**config.mk**
```make
export PLATFORM = sky130hd
export DESIGN_NAME = wb_stage_flat
export DESIGN_NICKNAME = d
export VERILOG_FILES = /design/src/rtl/wb_stage_if.sv /design/src/rtl/wb_stage.sv /design/src/flat_wrapper.sv
export SDC_FILE = /design/constraint.sdc
export NUM_CORES = 1
export LEC_CHECK = 0
export ABC_AREA = 1
export CORE_AREA = 4 4 138 140
export DETAILED_ROUTE_END_ITERATION = 7
export DIE_AREA = 0 0 142 144
export PLACE_DENSITY = 0.89
export SLEW_MARGIN = 40
export SYNTH_ARGS = -nofsm -noshare
export SYNTH_HDL_FRONTEND = slang
export SYNTH_SLANG_ARGS = --single-unit
```
**constraint.sdc**
```tcl
create_clock -name clk -period 3.25 [get_ports clk]
set_input_delay 0.8125 -clock clk [delete_from_list [all_inputs] [get_ports clk]]
set_output_delay 0.8125 -clock clk [all_outputs]
set_load 0.03 [all_outputs]
```
**src/rtl/wb_stage_if.sv**
```systemverilog
// wb_stage_if: MEM-to-WB result bus carrying one instruction's writeback fields
//   master: MEM stage side, drives every field
//   slave : writeback stage side, samples every field
interface wb_stage_if #(
  parameter int AW = 5,
  parameter int DW = 32
);
  logic          in_valid;
  logic          in_reg_wr;
  logic [AW-1:0] in_rd;
  logic [1:0]    in_wb_sel;
  logic [DW-1:0] in_alu_result;
  logic [DW-1:0] in_pc_plus4;
  logic [DW-1:0] in_load_data;
  logic [2:0]    in_load_funct3;
  logic [1:0]    in_byte_off;
  modport master (
    output in_valid, in_reg_wr, in_rd, in_wb_sel, in_alu_result,
           in_pc_plus4, in_load_data, in_load_funct3, in_byte_off
  );
  modport slave (
    input in_valid, in_reg_wr, in_rd, in_wb_sel, in_alu_result,
          in_pc_plus4, in_load_data, in_load_funct3, in_byte_off
  );
endinterface

```
**src/rtl/wb_stage.sv**
```systemverilog
// wb_stage: RISC-V writeback stage with MEM/WB register, load formatting, forwarding and instret
//   clk, rst_n (sync, active-low), stall (hold entry), flush (invalidate entry)
//   mem         : MEM-stage result bus (slave side)
//   rf_wr_*     : register-file write port, one cycle after capture
//   fwd_*       : copy of the write port for upstream bypassing
//   load_err    : misaligned or illegal load in the stage
//   instret     : 64-bit retired-instruction count
module wb_stage #(
  parameter int AW = 5,
  parameter int DW = 32
) (
  input  logic          clk,
  input  logic          rst_n,
  input  logic          stall,
  input  logic          flush,
  wb_stage_if.slave     mem,
  output logic          rf_wr_en,
  output logic [AW-1:0] rf_wr_addr,
  output logic [DW-1:0] rf_wr_data,
  output logic          fwd_valid,
  output logic [AW-1:0] fwd_rd,
  output logic [DW-1:0] fwd_data,
  output logic          load_err,
  output logic [63:0]   instret
);
  logic          valid_q, reg_wr_q;
  logic [AW-1:0] rd_q;
  logic [1:0]    wb_sel_q, off_q;
  logic [DW-1:0] alu_q, pc4_q, ld_q;
  logic [2:0]    f3_q;
  logic [63:0]   instret_q;
  always_ff @(posedge clk) begin
    if (!rst_n) begin
      valid_q   <= 1'b0;
      reg_wr_q  <= 1'b0;
      rd_q      <= '0;
      wb_sel_q  <= '0;
      alu_q     <= '0;
      pc4_q     <= '0;
      ld_q      <= '0;
      f3_q      <= '0;
      off_q     <= '0;
      instret_q <= '0;
    end else begin
      if (flush) valid_q <= 1'b0;
      else if (!stall) begin
        valid_q  <= mem.in_valid;
        reg_wr_q <= mem.in_reg_wr;
        rd_q     <= mem.in_rd;
        wb_sel_q <= mem.in_wb_sel;
        alu_q    <= mem.in_alu_result;
        pc4_q    <= mem.in_pc_plus4;
        ld_q     <= mem.in_load_data;
        f3_q     <= mem.in_load_funct3;
        off_q    <= mem.in_byte_off;
      end
      // an entry retires only on the edge where it leaves the stage unflushed
      if (valid_q && !stall && !flush) instret_q <= instret_q + 64'd1;
    end
  end
  logic [7:0]    b;
  logic [15:0]   h;
  logic          sx, misal, illegal;
  logic [DW-1:0] fmt;
  always_comb begin
    b       = ld_q[{off_q, 3'b000} +: 8];
    h       = ld_q[{off_q[1], 4'b0000} +: 16];
    sx      = ~f3_q[2];
    illegal = f3_q == 3'b011 || f3_q[2:1] == 2'b11;
    misal   = (f3_q[1:0] == 2'b01 && off_q[0]) || (f3_q[1:0] == 2'b10 && off_q != 2'b00);
    fmt     = f3_q[1:0] == 2'b00 ? {{(DW-8){sx & b[7]}}, b} :
              f3_q[1:0] == 2'b01 ? {{(DW-16){sx & h[15]}}, h} : ld_q;
    load_err   = valid_q && wb_sel_q == 2'b01 && (misal || illegal);
    rf_wr_data = load_err            ? '0    :
                 wb_sel_q == 2'b00   ? alu_q :
                 wb_sel_q == 2'b01   ? fmt   :
                 wb_sel_q == 2'b10   ? pc4_q : '0;
    rf_wr_en   = valid_q && reg_wr_q && rd_q != '0 && !load_err && wb_sel_q != 2'b11;
    rf_wr_addr = rd_q;
    fwd_valid  = rf_wr_en;
    fwd_rd     = rf_wr_addr;
    fwd_data   = rf_wr_data;
    instret    = instret_q;
  end
endmodule

```
**src/flat_wrapper.sv**
```systemverilog
// flat-port wrapper written by rule: the top's interface ports become plain ports
module wb_stage_flat 
#(
  parameter int AW = 5,
  parameter int DW = 32
)
  (clk, rst_n, stall, flush, rf_wr_en, rf_wr_addr, rf_wr_data, fwd_valid, fwd_rd, fwd_data, load_err, instret, mem_in_valid, mem_in_reg_wr, mem_in_rd, mem_in_wb_sel, mem_in_alu_result, mem_in_pc_plus4, mem_in_load_data, mem_in_load_funct3, mem_in_byte_off);
  wb_stage_if #(.AW(AW), .DW(DW)) mem_i ();
  input  logic clk;
  input  logic rst_n;
  input  logic stall;
  input  logic flush;
  output logic rf_wr_en;
  output logic [AW-1:0] rf_wr_addr;
  output logic [DW-1:0] rf_wr_data;
  output logic fwd_valid;
  output logic [AW-1:0] fwd_rd;
  output logic [DW-1:0] fwd_data;
  output logic load_err;
  output logic [63:0] instret;
  input wire logic [$bits(mem_i.in_valid)-1:0] mem_in_valid;
  input wire logic [$bits(mem_i.in_reg_wr)-1:0] mem_in_reg_wr;
  input wire logic [$bits(mem_i.in_rd)-1:0] mem_in_rd;
  input wire logic [$bits(mem_i.in_wb_sel)-1:0] mem_in_wb_sel;
  input wire logic [$bits(mem_i.in_alu_result)-1:0] mem_in_alu_result;
  input wire logic [$bits(mem_i.in_pc_plus4)-1:0] mem_in_pc_plus4;
  input wire logic [$bits(mem_i.in_load_data)-1:0] mem_in_load_data;
  input wire logic [$bits(mem_i.in_load_funct3)-1:0] mem_in_load_funct3;
  input wire logic [$bits(mem_i.in_byte_off)-1:0] mem_in_byte_off;
  assign mem_i.in_valid = mem_in_valid;
  assign mem_i.in_reg_wr = mem_in_reg_wr;
  assign mem_i.in_rd = mem_in_rd;
  assign mem_i.in_wb_sel = mem_in_wb_sel;
  assign mem_i.in_alu_result = mem_in_alu_result;
  assign mem_i.in_pc_plus4 = mem_in_pc_plus4;
  assign mem_i.in_load_data = mem_in_load_data;
  assign mem_i.in_load_funct3 = mem_in_load_funct3;
  assign mem_i.in_byte_off = mem_in_byte_off;
  wb_stage #(.AW(AW), .DW(DW)) u_core (.clk(clk), .rst_n(rst_n), .stall(stall), .flush(flush), .mem(mem_i), .rf_wr_en(rf_wr_en), .rf_wr_addr(rf_wr_addr), .rf_wr_data(rf_wr_data), .fwd_valid(fwd_valid), .fwd_rd(fwd_rd), .fwd_data(fwd_data), .load_err(load_err), .instret(instret));
endmodule
```
Word level (Yosys, flattened, before mapping)
Index checks and enable logic that the tools add are counted.
{"block": "word_totals", "word_cells": 54, "mem_count": 0, "ram_bits": 0, "register_bits": 174, "output_inout_bits": 141, "input_bits": 114, "mem_bits_ro": 0, "latchBits": 0}
{"block": "classes", "n_addsub": 1, "mul": 0, "n_reduce_logical": 22, "n_mux": 6, "n_bitwise": 6, "magnitude_cmp": 0, "eq_ne": 7, "n_div": 0, "shift": 2}
{"operator": "$mux W32", "count": 6}
{"operator": "$add A64 B1 Y64 const B", "count": 1}
{"operator": "$shiftx A32 B6 Y16", "count": 1}
{"operator": "$shiftx A32 B6 Y8", "count": 1}
{"operator": "$logic_and A1 B1 Y1", "count": 10}
{"operator": "$eq A2 B2 Y1 const B", "count": 3}
{"operator": "$reduce_bool A5 Y1", "count": 1}
{"operator": "$eq A2 B1 Y1 const B", "count": 2}
{"operator": "$logic_not A2 Y1", "count": 2}
{"operator": "$not A1 Y1", "count": 4}
{"operator": "$eq A3 B2 Y1 const B", "count": 1}
{"operator": "$logic_not A1 Y1", "count": 3}
{"operator": "$logic_or A1 B1 Y1", "count": 3}
{"operator": "$and A1 B1 Y1", "count": 2}
{"operator": "$ne A2 B2 Y1 const B", "count": 1}
{"operator": "$reduce_and A2 Y1", "count": 1}
{"operator": "$reduce_bool A2 Y1", "count": 1}
{"operator": "$reduce_or A2 Y1", "count": 1}

Longest topological paths before layout
Gate-level depths: netlist of the first run.
{"block": "depth", "word_depth": 8, "mapped_depth": 10, "depth_no_buf": 10}

Worst setup path after synthesis of the first run
OpenSTA, ideal clock, no wires.
{"block": "synth_timing", "path_kind": "register to output", "start": "register u_core.off_q[0]", "end": "output rf_wr_en", "t_arrival_ns": 2.267, "stages_incl_launch_ff": 8, "n_path_buf": 2, "required_time_ns": 2.438, "setup_slack_ns": 0.170, "path_cell_list": "dfxtp_1 buf_2 inv_1 o211ai_1 nand4_2 clkinv_1 nor3_1 buf_4"}
{"block": "synth_via", "elab_chain_len": 8, "elab_cells_between_ends": 9, "cone_classes": "reduce/logical (9)"}
{"item": "start: declaration", "line": "wb_stage.sv:28", "text": "logic [1:0] wb_sel_q, off_q;"}
{"item": "start signal: assignment", "line": "wb_stage.sv:55", "text": "off_q <= mem.in_byte_off;"}
{"item": "$reduce_bool A2 Y1", "line": "wb_stage.sv:70", "text": "misal = (f3_q[1:0] == 2'b01 && off_q[0]) || (f3_q[1:0] == 2'b10 && off_q != 2'b00);"}
{"item": "$logic_and A1 B1 Y1", "line": "wb_stage.sv:70"}
{"item": "$logic_or A1 B1 Y1 *", "line": "wb_stage.sv:70"}
{"item": "$logic_or A1 B1 Y1 *", "line": "wb_stage.sv:73", "text": "load_err = valid_q && wb_sel_q == 2'b01 && (misal || illegal);"}
{"item": "$logic_and A1 B1 Y1 *", "line": "wb_stage.sv:73"}
{"item": "named net load_err", "line": "flat_wrapper.sv:19", "text": "output logic load_err;"}
{"item": "$logic_not A1 Y1 *", "line": "wb_stage.sv:78", "text": "rf_wr_en = valid_q && reg_wr_q && rd_q != '0 && !load_err && wb_sel_q != 2'b11;"}
{"item": "$logic_and A1 B1 Y1 * (2 in a row)", "line": "wb_stage.sv:78"}
{"item": "end: declaration", "line": "flat_wrapper.sv:13", "text": "output logic rf_wr_en;"}
Mark *: on every way through the listed nets, which the timed path passes. The rest lies on a longest branch.

Final worst setup path of the first run
{"block": "layout_timing", "start": "register u_core.f3_q[0]", "end": "output fwd_data[8]"}
{"block": "layout_via", "elab_chain_len": 6, "elab_cells_between_ends": 15, "cone_classes": "eq/ne (3); mux (5); reduce/logical (7)"}
{"item": "start: declaration", "line": "wb_stage.sv:30", "text": "logic [2:0] f3_q;"}
{"item": "start signal: assignment", "line": "wb_stage.sv:54", "text": "f3_q <= mem.in_load_funct3;"}
{"item": "$eq A2 B1 Y1 or $eq A2 B2 Y1 (tied branches)", "line": "wb_stage.sv:70, wb_stage.sv:72"}
{"item": "$mux W32 or $logic_and A1 B1 Y1 (tied branches)", "line": "wb_stage.sv:72, wb_stage.sv:70"}
{"item": "$mux W32 or $logic_or A1 B1 Y1 (tied branches)", "line": "wb_stage.sv:71, wb_stage.sv:70"}
{"item": "$mux W32 or $logic_or A1 B1 Y1 (tied branches)", "line": "wb_stage.sv:76, wb_stage.sv:73"}
{"item": "$mux W32 or $logic_and A1 B1 Y1 (tied branches)", "line": "wb_stage.sv:75, wb_stage.sv:73"}
{"item": "$mux W32 *", "line": "wb_stage.sv:74", "text": "rf_wr_data = load_err ? '0 :"}
{"item": "end: declaration", "line": "flat_wrapper.sv:18", "text": "output logic [DW-1:0] fwd_data;"}
Every way passes the cells marked *; elsewhere a longest branch is shown, timed or not.

==> results.sh, run 1 <==
export IMPL_outcome="complete, no violations"
export IMPL_synth_top_area_share=0.375
export IMPL_clk_latency_ns=0.44
export IMPL_synth_cell_types=38
export IMPL_whs_endpoint="u_core.ld_q[12]$_SDFFE_PN0P_"
export IMPL_gp_congestion=0.986
export IMPL_dr_wl_met3_mm=2.82
export IMPL_yosysSeqAreaShare=0.375
export IMPL_yosys_warnings=0
export IMPL_dr_wl_met2_mm=14.3
export IMPL_layout_drive_gt1_share=0.110
export IMPL_dr_pass1_iters=8
export IMPL_worst_ir_drop_vdd_mv=0.407
export IMPL_switching_power_uw=1700
export IMPL_arrival_ns=2.27
export IMPL_ant_nets=0
export IMPL_endpoint_kind="output port"
export IMPL_r2r_cells=10
export IMPL_fin_crit_ns=3.08
export IMPL_cts_tree="done"
export IMPL_finalNonFillerCells=1854
export IMPL_path_clk_slew_ns=0.07
export IMPL_wl_mm=30.3
export IMPL_area_growth_pct=32.0
export IMPL_rows=49
export IMPL_grt_pass1_vias=9444
export IMPL_synth_cell_area_sq_mm=0.00928
export IMPL_synthCells=1425
export IMPL_path_class="register to output port"
export IMPL_clkPwrFrac=0.378
export IMPL_synth_main_ff_cell="dfxtp_1"
export IMPL_finalSetupViolations=0
export IMPL_grt_overflow_total=0
export IMPL_numClockSinks=174
export IMPL_cp_start_kind="register"
export IMPL_finalPower_uw=5460
export IMPL_grt_pass1_wl_mm=47.9
export IMPL_hold_path_class="register to register"
export IMPL_r2r_start="u_core.valid_q$_SDFFE_PP0N_"
export IMPL_dr_total_vias=10100
export IMPL_path_max_fanout=10
export IMPL_hold_viol_final=0
export IMPL_drcViolationCount=0
export IMPL_cp_data_required_time_ns=2.44
export IMPL_wl_met1_mm=11.9
export IMPL_antenna_found_initial=0
export IMPL_core_area_sq_mm=0.0178
export IMPL_min_path_cells=2
export IMPL_io_pins=255
export IMPL_fmax_ghz=0.324
export IMPL_layout_commonest_cell="nor2_1"
export IMPL_seq_area_sq_mm=0.00348
export IMPL_synth_top_area_cell="dfxtp_1"
export IMPL_via_per_inst=5.47
export IMPL_drv_cap=0
export IMPL_io_buffers=254
export IMPL_ys_top_cells_by_area="dfxtp_1 38%, nor2_1 13%, o21ai_0 11%"
export IMPL_p_int_uw=3760
export IMPL_skew_ns=0.00799
export IMPL_powerDensity_mw_per_mm2=446
export IMPL_final_cell_mix="321 x nor2_1, 208 x o21ai_0, 188 x nand2_1, 186 x clkdlybuf4s50_1, 173 x dfxtp_1"
export IMPL_die_w_um=142
export IMPL_design_area_sq_mm=0.0122
export IMPL_multi_input_area_sq_mm=0.00483
export IMPL_reg2reg_to="u_core.instret[39]$_SDFFE_PN0P_"
export IMPL_rsz0062_at_grt="false"
export IMPL_slew_viol_final=0
export IMPL_final_fill_count=1541
export IMPL_synth_edf_count=0
export IMPL_grt_max_degree=152
export IMPL_synth_seq_cells=174
export IMPL_die_area_sq_mm=0.0204
export IMPL_syn_avg_cell_area_sq_um=6.51
export IMPL_clockRootBuffer="clkbuf_16"
export IMPL_dp_cells=1821
export IMPL_cts_setup_buffers=0
export IMPL_grt_use_total=0.290
export IMPL_drt_iter0_drc=741
export IMPL_rrSetupSlack_ns=1.39
export IMPL_power_frac_seq=0.417
export IMPL_place_area_sq_mm=0.0116
export IMPL_die_h_um=144
export IMPL_min_delay_start="u_core.ld_q[12]$_SDFFE_PN0P_"
export IMPL_combPwrFrac=0.205
export IMPL_async_flop_share=0
export IMPL_relSlewSlack=0.508
export IMPL_top_layer_used="met4"
export IMPL_dpl_hpwl_mm=23.0
export IMPL_cts_buffers=17
export IMPL_nets=1726
export IMPL_p_sw_frac=0.312
export IMPL_h_tree_depth=4
export IMPL_synth_nets=1540
export IMPL_finalSetupTns_ns=0
export IMPL_worstMarginPinSlew_ns=0.738
export IMPL_start_util=0.520
export IMPL_wl_per_cell_um=16.3
export IMPL_p_leak_uw=0.00473
export IMPL_cts_max_path_buffers=2
export IMPL_final_period_utilization=0.949
-- per-stage QoR --
stage,util,setup slack (ns),hold WS (ns)
finish,0.686,0.167,0.484
global route,0.686,0.00424,0.508
CTS,0.684,0.0676,0.481
detailed placement,0.651,0.221,0.467
global placement,0.651,0.270,0.477
floorplan,-,0.170,0.444
-- cell type report --
cell class / count / area share
multi-input cells: 1032 / 0.395
clock buffers: 17 / 0.0347
flip-flops and latches: 174 / 0.285
repair buffers: 278 / 0.214
well taps: 229 / 0.0234
clock inverters: 14 / 0.0145
diodes: 2 / 0.000409
inverters: 108 / 0.0334
-- how the worst max path moves through the flow --
| stage | to | slack (ns) | start | cells past startpoint |
|---|---|---|---|---|
| detailed placement | fwd_data[8] | 0.22 | u_core.off_q[1]$_SDFFE_PN0P_ | 6 |
| global route | rf_wr_data[17] | 0.004 | u_core.ld_q[15]$_SDFFE_PN0P_ | 10 |
| CTS | fwd_data[12] | 0.07 | u_core.f3_q[0]$_SDFFE_PN0P_ | 8 |
| global placement | fwd_data[8] | 0.27 | u_core.off_q[1]$_SDFFE_PN0P_ | 6 |
| finish | fwd_data[8] | 0.17 | u_core.f3_q[0]$_SDFFE_PN0P_ | 7 |
| floorplan | rf_wr_en | 0.17 | u_core.off_q[0]$_SDFFE_PN0P_ | 7 |
-- Yosys cell counts, types with 3 or more instances --
cell type,number
dfxtp_1,174
nor3_2,3
buf_1,4
inv_2,6
o211ai_1,5
inv_1,100
xor2_1,6
buf_4,39
nor2_1,322
nor3_1,7
o21ai_0,208
and2_1,6
nand2_2,6
a21oi_1,127
o21a_1,3
clkbuf_1,53
nand3_2,6
buf_2,13
nand2_1,189
nand4_1,15
o21bai_1,4
nand3_1,89
nor2_2,14
nor2_4,8
-- layer usage --
layer  GRT usage  vias to the layer above
met5           0                        -
met4       0.127                        0
met3      0.0589                       82
met2       0.487                      512
met1       0.363                     4559
li1            -                     4990
-- registers in the layout, indices dropped and copies added (netlist names) --
register,flops
u_core.ld_q,32
u_core.pc4_q,32
u_core.off_q,2
u_core.instret,64
u_core.valid_q,1
u_core.alu_q,32
u_core.fwd_rd,5
u_core.f3_q,3
u_core.reg_wr_q,1
u_core.wb_sel_q,2
-- critical path: stages, from the launching register on --
cell,delay (ns)
dfxtp_1,0.37
inv_1,0.07
nor2_1,0.15
nand2_2,0.15
o21ai_0,0.21
nand3_1,0.11
a21oi_1,0.33
dlygate4sd2_1,0.46
-- power by group through the flow --
| stage | combinational [uW] | clock, uW | sequential [uW] |
|---|---|---|---|
| global placement | 1100 | 0 | 2320 |
| detailed placement | 1110 | 0 | 2320 |
| finish | 1120 | 2060 | 2280 |
| floorplan | 709 | 0 | 2310 |
| CTS | 1110 | 2080 | 2280 |
| global route | 1200 | 2170 | 2290 |
-- logic make-up after synthesis --
kind of cell,after synthesis,share of synthesized area
mux,1,0.00108
compound gates,350,0.193
buf+inv,219,0.108
flops,174,0.375
fa+ha+maj,1,0.00135
xor+xnor,8,0.00755
simple gates,672,0.314
-- timing repair --
| item | 4_1_cts | 5_1_grt |
|---|---|---|
| resized for setup | 6 | 9 |
| hold buffers | 0 | 0 |
| endpoints found under the setup margin | 44 | 21 |
(Power assumes the default switching activity.)
==> run 2, diff against run 1 <==
PLACE_DENSITY = 0.86   (was 0.89)
==> run 2 against run 1 <==
Highest routed layer unchanged. Clock power fell by 2%. Critical endpoint is now fwd_data[13]. Non-clock buffer count fell by 1. Largest cell class unchanged. Clock skew rose by 0.00085 ns.
==> results.sh, run 2 (synthesis results as in run 1) <==
export IMPL_cts_hold_buffers=0
export IMPL_ant_nets=0
export IMPL_wl_per_cell_um=16.8
export IMPL_io_pins=255
export IMPL_drt_iter0_drc=916
export IMPL_start_util=0.520
export IMPL_rsz0062_at_grt="false"
export IMPL_cp_data_required_time_ns=2.44
export IMPL_cp_start_kind="register"
export IMPL_p_sw_frac=0.303
export IMPL_endpoint_kind="output port"
export IMPL_slew_viol_final=0
export IMPL_grt_pass1_vias=9467
export IMPL_max_stage_delay_ns=0.42
export IMPL_place_ws_ns=0.260
export IMPL_grt_use_total=0.298
export IMPL_grt_max_degree=152
export IMPL_grt_pass1_wl_mm=49.0
export IMPL_dr_total_vias=10200
export IMPL_cts_buffers=17
export IMPL_cp_startpoint="u_core.f3_q[0]$_SDFFE_PN0P_"
export IMPL_via_per_inst=5.51
export IMPL_layout_commonest_cell="nor2_1"
export IMPL_arrival_ns=2.28
export IMPL_final_cell_mix="321 x nor2_1, 207 x o21ai_0, 188 x nand2_1, 186 x clkdlybuf4s50_1, 174 x dfxtp_1"
export IMPL_cts_max_path_buffers=2
export IMPL_powerDensity_mw_per_mm2=444
export IMPL_finalSetupViolations=0
export IMPL_io_buffers=254
export IMPL_antenna_found_initial=0
export IMPL_path_clk_slew_ns=0.07
export IMPL_power_frac_seq=0.420
export IMPL_switching_power_uw=1640
export IMPL_worst_ir_drop_vdd_mv=0.389
export IMPL_r2r_start="u_core.valid_q$_SDFFE_PP0N_"
export IMPL_layout_drive_gt1_share=0.105
export IMPL_path_max_fanout=10
export IMPL_largest_reg_flops=64
export IMPL_p_int_uw=3780
export IMPL_finalSetupTns_ns=0
export IMPL_design_area_sq_mm=0.0122
export IMPL_dr_pass1_iters=7
export IMPL_cpMaxStageDelayCell="clkdlybuf4s15_1"
export IMPL_grt_overflow_total=0
export IMPL_fin_crit_ns=3.09
export IMPL_finalWorstSetupSlack_ns=0.161
export IMPL_hold_path_class="register to register"
export IMPL_outcome="complete, no violations"
export IMPL_die_h_um=144
export IMPL_p_leak_uw=0.00473
export IMPL_die_w_um=142
export IMPL_wl_mm=31.1
export IMPL_combPwrFrac=0.207
export IMPL_gp_congestion=0.927
export IMPL_nets=1725
export IMPL_place_area_sq_mm=0.0116
export IMPL_path_class="register to output port"
export IMPL_rows=49
export IMPL_cts_tree="done"
export IMPL_clkPwrFrac=0.373
export IMPL_fmax_ghz=0.324
export IMPL_clockRootBuffer="clkbuf_16"
export IMPL_clk_latency_ns=0.43
export IMPL_worst_hold_slack_ns=0.487
export IMPL_die_area_sq_mm=0.0204
export IMPL_core_area_sq_mm=0.0178
export IMPL_skew_ns=0.00884
export IMPL_area_growth_pct=31.8
export IMPL_crit_chain="inv_1 > nor2_1 > nand2_1 > buf_4 > o21ai_0 > nand3_1 > a21oi_1 > clkdlybuf4s15_1"
export IMPL_worstMarginPinSlew_ns=0.725
export IMPL_antenna_cells=0
export IMPL_min_delay_start="u_core.ld_q[8]$_SDFFE_PN0P_"
export IMPL_fin_util=0.686
export IMPL_final_period_utilization=0.950
export IMPL_drv_cap=0
export IMPL_dpl_hpwl_mm=23.4
export IMPL_h_tree_depth=4
export IMPL_relSlewSlack=0.517
export IMPL_hold_viol_final=0
export IMPL_numClockSinks=174
export IMPL_drcViolationCount=0
## run 2: cell count changes in the layout (fill, tap and decap cells not counted), moves of 2 or more
cell             change
buf_4                -8
clkinv_8             -4
clkbuf_8             +3
a21oi_2              -2
clkbuf_2             +2
clkdlybuf4s15_1      +2
diode_2              -2
dlygate4sd2_1        +2
inv_8                -2
## run 2: critical path, delay by kind of cell (launching register included)
family	cells	cell delay, ns
AOI/OAI and AO/OA	2	0.39
and+or+nand+nor	3	0.41
DFF	1	0.36
buffers and inverters	3	0.69
## run 2: cell type report
| type | count | area [sq um] |
|---|---|---|
| clock buffers | 21 | 470 |
| clock inverters | 11 | 108 |
| fillers | 1516 | 5610 |
| inverters | 108 | 408 |
| multi-input cells | 1032 | 4840 |
| flip-flops and latches | 174 | 3480 |
| well taps | 229 | 287 |
| repair buffers | 277 | 2630 |
## run 2: per-layer routing
metal / wire length, um / global-route usage
met5: 0 / 0
met3: 2670 / 0.0602
met4: 1000 / 0.116
met1: 12500 / 0.377
met2: 14900 / 0.502
## run 2: path summary, 6_finish.rpt
| kind | end | slack (ns) | depth (start not counted) |
|---|---|---|---|
| max reg2reg | u_core.instret[33]$_SDFFE_PN0P_ | 1.41 | 8 |
| min reg2reg | u_core.ld_q[8]$_SDFFE_PN0P_ | 0.49 | 2 |
| min | u_core.ld_q[8]$_SDFFE_PN0P_ | 0.49 | 2 |
| max | fwd_data[13] | 0.16 | 8 |
## run 2: power groups by stage
stage	registers, uW	clock network (uW)	logic [uW]
after floorplan	2310	0	709
after global placement	2320	0	1110
after detailed placement	2320	0	1120
after CTS	2280	2040	1110
after global routing	2290	2130	1210
final	2280	2020	1120
## run 2: through the flow
stage	power (uW)	std cells
finish	5420	1852
global route	5630	1852
CTS	5430	1852
detailed placement	3440	1820
global placement	3430	1820
floorplan	3020	1425
## run 2: repair_timing
item	CTS	global route
gates resized for setup	12	15
endpoints found under the setup margin	10	45
buffers inserted	0	0
gates cloned	0	0
==> run 3, diff against run 2 <==
CORE_AREA = 4 4 137 139   (was 4 4 138 140)
CTS_BUF_LIST = sky130_fd_sc_hd__clkbuf_2   (was not set)
DIE_AREA = 0 0 141 143   (was 0 0 142 144)
PLACE_DENSITY = 0.87   (was 0.86)
==> run 3 against run 2 <==
The run now ends with DRC, setup timing left. Sequential share of layout area decreased by 1.8 points. Maximum frequency fell by 13%. Final cell count increased by 0.97%. Total power shrank 6.7%. Worst hold slack worse by 0.15 ns. Core utilization increased by 5.6 points. Combinational power increased by 34%. Critical path depth shrank 2. Die area is 1.4% lower. Final area is 7.1% higher. Largest cell class unchanged.
==> results.sh, run 3 (synthesis results as in run 1) <==
export IMPL_drt_iter0_drc=1266
export IMPL_gp_congestion=1.01
export IMPL_largest_reg_flops=64
export IMPL_hold_viol_final=0
export IMPL_violations="DRC, setup timing"
export IMPL_endpoint_kind="output port"
export IMPL_clkPwrFrac=0.247
export IMPL_fin_crit_ns=3.56
export IMPL_final_cell_mix="319 x nor2_1, 186 x clkdlybuf4s50_1, 185 x nand2_1, 167 x dfxtp_1, 158 x o21ai_0"
export IMPL_relSlewSlack=0.510
export IMPL_arrival_ns=2.75
export IMPL_design_area_sq_mm=0.0131
export IMPL_grt_max_degree=81
export IMPL_area_growth_pct=41.2
export IMPL_start_util=0.525
export IMPL_grt_pass1_wl_mm=52.2
export IMPL_nets=1742
export IMPL_worstMarginPinSlew_ns=0.734
export IMPL_via_per_inst=5.94
export IMPL_worst_ir_drop_vdd_mv=0.385
export IMPL_h_tree_depth=4
export IMPL_rrSetupSlack_ns=1.31
export IMPL_rows=49
export IMPL_finalWorstSetupSlack_ns=-0.308
export IMPL_drv_cap=0
export IMPL_clockRootBuffer="clkbuf_2"
export IMPL_skew_ns=0.0415
export IMPL_io_buffers=254
export IMPL_p_sw_frac=0.382
export IMPL_grt_pass1_vias=10100
export IMPL_p_leak_uw=0.00491
export IMPL_rsz0062_at_grt="true"
export IMPL_p_int_uw=3130
export IMPL_final_period_utilization=1.09
export IMPL_powerDensity_mw_per_mm2=386
export IMPL_antenna_found_initial=1
export IMPL_min_delay_start="rst_n"
export IMPL_outcome="finished with violations"
export IMPL_fin_util=0.742
export IMPL_cp_start_kind="register"
export IMPL_numClockSinks=174
export IMPL_cp_data_required_time_ns=2.44
export IMPL_drcViolationCount=3
export IMPL_hold_path_class="primary input to register"
export IMPL_r2r_start="u_core.valid_q$_SDFFE_PP0N_"
export IMPL_cts_buffers=17
export IMPL_clk_latency_ns=0.80
export IMPL_finalSetupViolations=56
export IMPL_path_class="register to output port"
export IMPL_slew_viol_final=0
export IMPL_grt_overflow_total=0
export IMPL_cts_max_path_buffers=2
export IMPL_cp_startpoint="u_core.off_q[1]$_SDFFE_PN0P_"
export IMPL_power_frac_seq=0.457
export IMPL_switching_power_uw=1930
export IMPL_fmax_ghz=0.281
export IMPL_dr_pass1_iters=8
export IMPL_cts_tree="done"
export IMPL_ant_nets=0
export IMPL_die_h_um=143
export IMPL_path_max_fanout=8
export IMPL_die_area_sq_mm=0.0202
export IMPL_io_pins=255
export IMPL_core_area_sq_mm=0.0177
export IMPL_path_clk_slew_ns=0.31
export IMPL_finalPower_uw=5060
export IMPL_wl_per_cell_um=19.7
export IMPL_die_w_um=141
export IMPL_layout_commonest_cell="nor2_1"
export IMPL_place_area_sq_mm=0.0116
export IMPL_dpl_hpwl_mm=23.9
export IMPL_combPwrFrac=0.296
export IMPL_worst_hold_slack_ns=0.333
export IMPL_grt_use_total=0.321
export IMPL_wl_mm=36.9
export IMPL_layout_drive_gt1_share=0.183
export IMPL_dr_total_vias=11100
[run 3: changes by cell type in the layout (fill, tap and decap cells not counted), moves of 15 or more]
cell | before | now
buf_4 | 74 | 29
buf_6 | 0 | 60
o21ai_0 | 207 | 158
a21oi_4 | 1 | 20
clkbuf_2 | 2 | 17
a21oi_1 | 121 | 90
nand3_1 | 89 | 70
o21ai_2 | 0 | 24
[run 3: path summary, 6_finish.rpt]
| path | end | depth (start not counted) |
|---|---|---|
| worst min register to register | u_core.ld_q[13]$_SDFFE_PN0P_ | 2 |
| worst min-delay path | u_core.instret[56]$_SDFFE_PN0P_ | 3 |
| worst max-delay path | rf_wr_data[25] | 6 |
| worst max register to register | u_core.instret[57]$_SDFFE_PN0P_ | 8 |
[run 3: worst max-delay path, stage by stage (launching register included)]
cell	delay [ns]
dfxtp_4	0.45
o21ai_2	0.33
a21oi_4	0.17
a21oi_1	0.26
nand3_1	0.27
a21oi_2	0.30
buf_6	0.17
[run 3: area by class of cell]
| cell class | instances | area (sq um) |
|---|---|---|
| sequential | 174 | 3500 |
| tap | 229 | 287 |
| antenna | 1 | 2.50 |
| timing repair buffer | 293 | 3110 |
| fill | 1309 | 4560 |
| clock buffer | 17 | 85.1 |
| multi-input combinational | 1033 | 5510 |
| inverter | 108 | 420 |
| clock inverter | 15 | 189 |
[run 3: through the flow]
step | instances | TNS, ns | setup WS [ns]
after global routing | 1870 | -10.82 | -0.313
after floorplan | 1425 | 0 | 0.170
after CTS | 1868 | -2.08 | -0.100
after global placement | 1819 | 0 | 0.480
final | 1870 | -4.24 | -0.308
after detailed placement | 1819 | 0 | 0.434
[run 3: timing repair]
action                                  CTS  global route
endpoints found under the setup margin   67            67
endpoints found under the hold margin     0             0
gates resized for setup                 137           157
hold buffers                              0             0
pin swaps                                14            33
gates cloned                              6             3
setup buffers                            11             2
[run 3: metal layers]
metal,GRT usage,up-vias,share of wire
met3,0.0700,205,0.10
met1,0.373,5097,0.35
met2,0.568,778,0.48
met5,0,-,0
met4,0.146,0,0.065
li1,-,5029,-
[run 3: power by group through the flow]
stage / registers (uW) / clock network (uW) / logic [uW]
final: 2310 / 1250 / 1500
after global routing: 2320 / 1330 / 1560
after CTS: 2290 / 1240 / 1290
after detailed placement: 2330 / 0 / 1110
after global placement: 2330 / 0 / 1100
after floorplan: 2310 / 0 / 709
